$ cat src/rtl/demux_stream.sv
// Registered 1-to-CHANNELS valid/ready stream demux with out-of-range drop accounting.
// Optional broadcast input enabled by defining DEMUX_STREAM_BCAST_EN.
module demux_stream #(
   parameter int WIDTH    = 8,
   parameter int CHANNELS = 8,
   parameter int SELW     = $clog2(CHANNELS)
) (
   input  logic                         clk,
   input  logic                         reset,
   input  logic                         in_valid,
   output logic                         in_ready,
   input  logic [WIDTH-1:0]             in_data,
   input  logic [SELW-1:0]              in_sel,
`ifdef DEMUX_STREAM_BCAST_EN
   input  logic                         in_bcast,
`endif
   output logic [CHANNELS-1:0]          out_valid,
   input  logic [CHANNELS-1:0]          out_ready,
   output logic [CHANNELS*WIDTH-1:0]    out_data,
   output logic                         drop_pulse,
   output logic [7:0]                   drop_count
);

   localparam logic [SELW:0] LP_CHANNELS = (SELW+1)'(CHANNELS);

   logic [WIDTH-1:0]    r_data;
   logic [CHANNELS-1:0] r_mask;
   logic                r_drop_pulse;
   logic [7:0]          r_drop_count;

   logic [CHANNELS-1:0] w_stalled;
   logic [CHANNELS-1:0] w_onehot;
   logic                w_in_range;
   logic                w_bcast;
   logic                w_accept;
   logic [CHANNELS-1:0] w_mask_nxt;
   logic [WIDTH-1:0]    w_data_nxt;
   logic                w_drop;

`ifdef DEMUX_STREAM_BCAST_EN
   assign w_bcast = in_bcast;
`else
   assign w_bcast = 1'b0;
`endif

   // Lanes still pending after this cycle's handshakes; any such lane blocks the input.
   assign w_stalled  = r_mask & ~out_ready;
   assign in_ready   = ~reset & ~(|w_stalled);
   assign w_accept   = in_valid & in_ready;
   assign w_in_range = ({1'b0, in_sel} < LP_CHANNELS);
   assign w_onehot   = {{(CHANNELS-1){1'b0}}, 1'b1} << in_sel;

   // Next holding-register and lane-mask state from accept/drain/drop.
   always_comb begin
      w_mask_nxt = w_stalled;
      w_data_nxt = r_data;
      w_drop     = 1'b0;
      if (w_accept) begin
         if (w_bcast) begin
            w_mask_nxt = {CHANNELS{1'b1}};
            w_data_nxt = in_data;
         end else if (w_in_range) begin
            w_mask_nxt = w_onehot;
            w_data_nxt = in_data;
         end else begin
            w_drop = 1'b1;
         end
      end else begin
         w_drop = 1'b0;
      end
   end

   // State registers with synchronous reset; drop counter saturates at 255.
   always_ff @(posedge clk) begin
      if (reset) begin
         r_data       <= {WIDTH{1'b0}};
         r_mask       <= {CHANNELS{1'b0}};
         r_drop_pulse <= 1'b0;
         r_drop_count <= 8'd0;
      end else begin
         r_data       <= w_data_nxt;
         r_mask       <= w_mask_nxt;
         r_drop_pulse <= w_drop;
         if (w_drop && (r_drop_count != 8'hFF)) begin
            r_drop_count <= r_drop_count + 8'd1;
         end else begin
            r_drop_count <= r_drop_count;
         end
      end
   end

   assign out_valid  = r_mask;
   assign drop_pulse = r_drop_pulse;
   assign drop_count = r_drop_count;

   // Unselected lanes present zero data.
   for (genvar gi = 0; gi < CHANNELS; gi++) begin : g_lane
      assign out_data[gi*WIDTH +: WIDTH] = r_mask[gi] ? r_data : {WIDTH{1'b0}};
   end

endmodule
$ cat config.mk
export PLATFORM = sky130hd
export DESIGN_NAME = demux_stream
export DESIGN_NICKNAME = d
export VERILOG_FILES = /design/src/rtl/demux_stream.sv
export SDC_FILE = /design/constraint.sdc
export NUM_CORES = 1
export LEC_CHECK = 0
export ABC_AREA = 1
export CORE_MARGIN = 2
export CORE_UTILIZATION = 65
export DETAILED_ROUTE_END_ITERATION = 12
export DONT_BUFFER_PORTS = 1
export HOLD_SLACK_MARGIN = 0.08
export PLACE_DENSITY = 0.87
export SYNTH_ARGS = -nofsm -noshare
export SYNTH_HDL_FRONTEND = slang
export SYNTH_SLANG_ARGS = --single-unit
export TNS_END_PERCENT = 20
$ cat constraint.sdc
create_clock -name clk -period 1.8 [get_ports clk]
set_input_delay 0.36 -clock clk [delete_from_list [all_inputs] [get_ports clk]]
set_output_delay 0.36 -clock clk [all_outputs]
set_load 0.05 [all_outputs]
==> results of run 1 <==
Yosys cell counts:
cell type and count:
conb_1 1, inv_2 3, inv_1 82, nand2_8 3
a21oi_2 8, nand2_1 78, inv_8 1, buf_2 2
nor2_1 16, clkbuf_8 1, nand4_4 1, nand2_4 6
nand3_2 8, nor2_2 1, nand2_2 5, clkbuf_1 6
buf_4 9, buf_6 10, nor2_8 2, nor3_1 8
dfxtp_1 16, nor2_4 1
logic make-up after synthesis:
kind of cell           after synthesis
AO/OA/AOI/OAI                        8
other                                1
buffers and inverters              114
AND/OR/NAND/NOR                    129
flip-flops                          16
stage by stage:
stage	hold WS [ns]	worst slack, ns	instance area (um2)	cells
floorplan	0.495	0.146	1690	276
global placement	0.424	0.336	2850	351
==> flow_summary.toml, run 1 <==
[status]
status = "did not finish"
haltStage = "detailed placement (3_5_place_dp)"
tool.error = "[ERROR DPL-0038] Utilization greater than 100%, impossible to legalize"

[logic_synthesis]
synth_area_um2 = 1660
synth_mux_area_share_pct = 0
synth-simple-area-share_pct = 42.8
synthAdderAreaFrac_pct = 0
synth.top_cell.area_share_pct = 19.3
postSynthAreaPerCell_um2 = 6.20
yosys_warnings = 0
synth_area_leaders = "dfxtp_1, inv_1, nand2_1"
synth_seq_cells = 16
synth_cell_type_count = 22
synth-compound-area-share_pct = 4.22
synth_top_family_by_area = "simple AND/OR/NAND/NOR gates"
synthXorXnorAreaFrac_pct = 0
netlist_instances = 268
yosys.area.top_type = "dfxtp_1"
yosysSeqAreaShare_pct = 19.3

[die]
io_pins = 104
die_y_um = 54.6
rows = 18
die-width_um = 54.6
start_util_pct = 67.7

[place]
gp_congestion = 0.786
io_buffers = 0
==> inputs of run 2 (changes only) <==
- CORE_UTILIZATION: 65 -> 40
- HOLD_SLACK_MARGIN: 0.08 -> not set
- PLACE_DENSITY: 0.87 -> not set
- PLACE_DENSITY_LB_ADDON: not set -> 0.15
==> run 2 against run 1 <==
The flow now finishes without violations. Area after synthesis is the same. Synthesized cell count is the same.
==> flow_summary.toml, run 2 <==
[finish]
layout.nets = 351
syn2layout_area_growth_pct = 77.8
fillers = 312
antenna_cells = 0
fin_cells = 378
layout_commonest_cell = "inv_1"
final_cell_mix = "inv_1, nand2_1, buf_12"
drive_gt1_share_pct = 36.3

[clock_tree]
cts_buffer_depth = 2
cts-root-buf = "clkbuf_8"
cts_resized = 0
clock_latency_ns = 0.25
cts.clk_slew.worst_paths_ns = 0.07
cts_tree = "done"
cts.sinks = 16
cts_buffers = 3
hold_buffers = 0
h-tree-depth = 1
post_cts_buffers = 0

[die]
start_util_pct = 41.5
die_y_um = 68.5
core_region_area_um2 = 4000
die-width_um = 68.5
die_area_um2 = 4690
io_pins = 104
rows = 23

[sta]
hold_viol_final = 0
fin_crit_sh_pct = 94.4
finalCriticalPeriod_ns = 1.70
rsz0062_at_grt = "no"
hold_ws_ns = 0.166
slew_viol_final = 0
setup-tns-final_ns = 0
clock_skew_ns = 0.00332
fin_ws_ns = 0.101
finalSetupViolCount = 0
max_freq_mhz = 588

[global_route]
grt_util_all_layers_pct = 19.6
antenna_found_initial = 0
grt_start_max_net_pins = 17
grt_pass1_wl_um = 6920
grt_pass1_vias = 1475
grt-ovfl-total = 0

[logic_synthesis]
postSynthAreaPerCell_um2 = 6.20
yosysSeqAreaShare_pct = 19.3
synth_most_common_cell = "inv_1"
synth_area_leaders = "dfxtp_1, inv_1, nand2_1"
netlist_top_cells_count = "inv_1, nand2_1, dfxtp_1, nor2_1, buf_6"
synth_cell_type_count = 22
ys_dominant_reg_cell = "dfxtp_1"
async_reset_ff_share_pct = 0
yosys_warnings = 0
synth.top_cell.area_share_pct = 19.3
synth_edf_count = 0
netlist_instances = 268
synth_area_um2 = 1660
yosys.area.top_type = "dfxtp_1"
synth_seq_cells = 16

[worst_setup_path]
r2r_slack_ns = 0.43
worst-path-max-fanout = 9
r2r-end = "r_data[6]"
required_ns = 1.44
cp-startpoint = "out_valid[2]"
crit_path_end_kind = "output pin"
crit_chain = "buf_4, nand2_1, inv_1, buf_12"
cp-endpoint = "out_data[16]"
cp_top_family = "buffers and inverters"
cp_slowest_cell = "dfxtp_1"
cp-start-kind = "register"
timing.rr.start = "out_valid[5]"
timing.critical_path.slowest_cell_delay_ns = 0.44
reg2reg_depth = 7
worst-path-stages = 4
arrival_ns = 1.34
crit_buf_inv = 3
path_class = "register to output pin"

[power]
intPower_uw = 627
power.leakage_uw = 0.00173
power.share.clock_pct = 34.1
p_per_area_nw_per_um2 = 318
p_seq_share_pct = 43.5
switching_share_pct = 33.2
vdd_ir_drop_max_v = 0.000316
combinationalPowerShare_pct = 22.4
switchingPower_uw = 312

[routing]
drc = 0
wire_per_inst_um = 11.6
wirelength_um = 4380
drtIter0Drc = 75
viasPerCell = 4.28
antenna_left = 0
dr.pass1.iters = 4
vias = 1618

[status]
status = "finished clean"

[place]
io_buffers = 0
gp_congestion = 0.802
dp.cells = 374
dp_hpwl_um = 3720
post-place-ws_ns = 0.367

[flow_run]
cap_viol_max_count = 0

[min_path]
hold_class = "input port to register"
worstHoldPathCells = 1
run 2: cell counts after synthesis:
Identical to the previous run, type by type.
run 2: routing by layer:
metal	routed length (um)	global-route usage [%]	up-vias
li1	-	-	829
met1	1640	22.9	712
met2	2200	34.4	71
met3	458	5.76	6
met4	76	5.75	0
met5	0	0	-
run 2: area by class of cell:
type	count	area, um2	share of cell area (%)
clock buffers	4	55.1	1.86
repair buffers	76	1370	46.4
multi-input cells	146	815	27.6
well taps	50	62.6	2.12
inverters	86	330	11.2
flip-flops and latches	16	320	10.8
run 2: power groups by stage:
stage	registers, uW	clock network [uW]	logic (uW)
after floorplan	392	0	229
after global placement	416	0	208
after detailed placement	417	0	211
after CTS	408	329	212
after global routing	414	353	228
final	408	321	211
run 2: worst min-delay path by stage:
stage / from / endpoint / slack [ns]
after global placement: reset / out_valid[2] / 0.42
after detailed placement: reset / out_valid[1] / 0.43
after floorplan: in_data[0] / r_data[0] / 0.49
final: reset / out_valid[4] / 0.17
after global routing: reset / out_valid[4] / 0.15
after CTS: reset / out_valid[0] / 0.16
run 2: cells by family (layout without fill, tap and decap cells):
logic type / after synthesis / in the layout / share of synthesized area, %
compound gates: 8 / 8 / 4.22
buf+inv: 114 / 166 / 33.5
flops: 16 / 16 / 19.3
other cells: 1 / 9 / 0.226
simple gates: 129 / 129 / 42.8
run 2: through the flow:
step / cell area, um2 / power, uW / util, %
5_1_grt: 2950 / 994 / 73.9
2_1_floorplan: 1690 / 620 / -
3_3_place_gp: 2900 / 624 / 72.5
6_report: 2950 / 939 / 73.9
3_5_place_dp: 2900 / 628 / 72.5
4_1_cts: 2950 / 949 / 73.9
run 2: worst reg2reg max path: stages, from the launching register on:
cell     delay (ns)
dfxtp_1        0.60
nand2_4        0.11
nand2_4        0.12
inv_2          0.05
nand4_4        0.19
nand2_1        0.08
nand2_1        0.07
nor2_1         0.04
No activity file was read; power rests on OpenSTA's default activity.
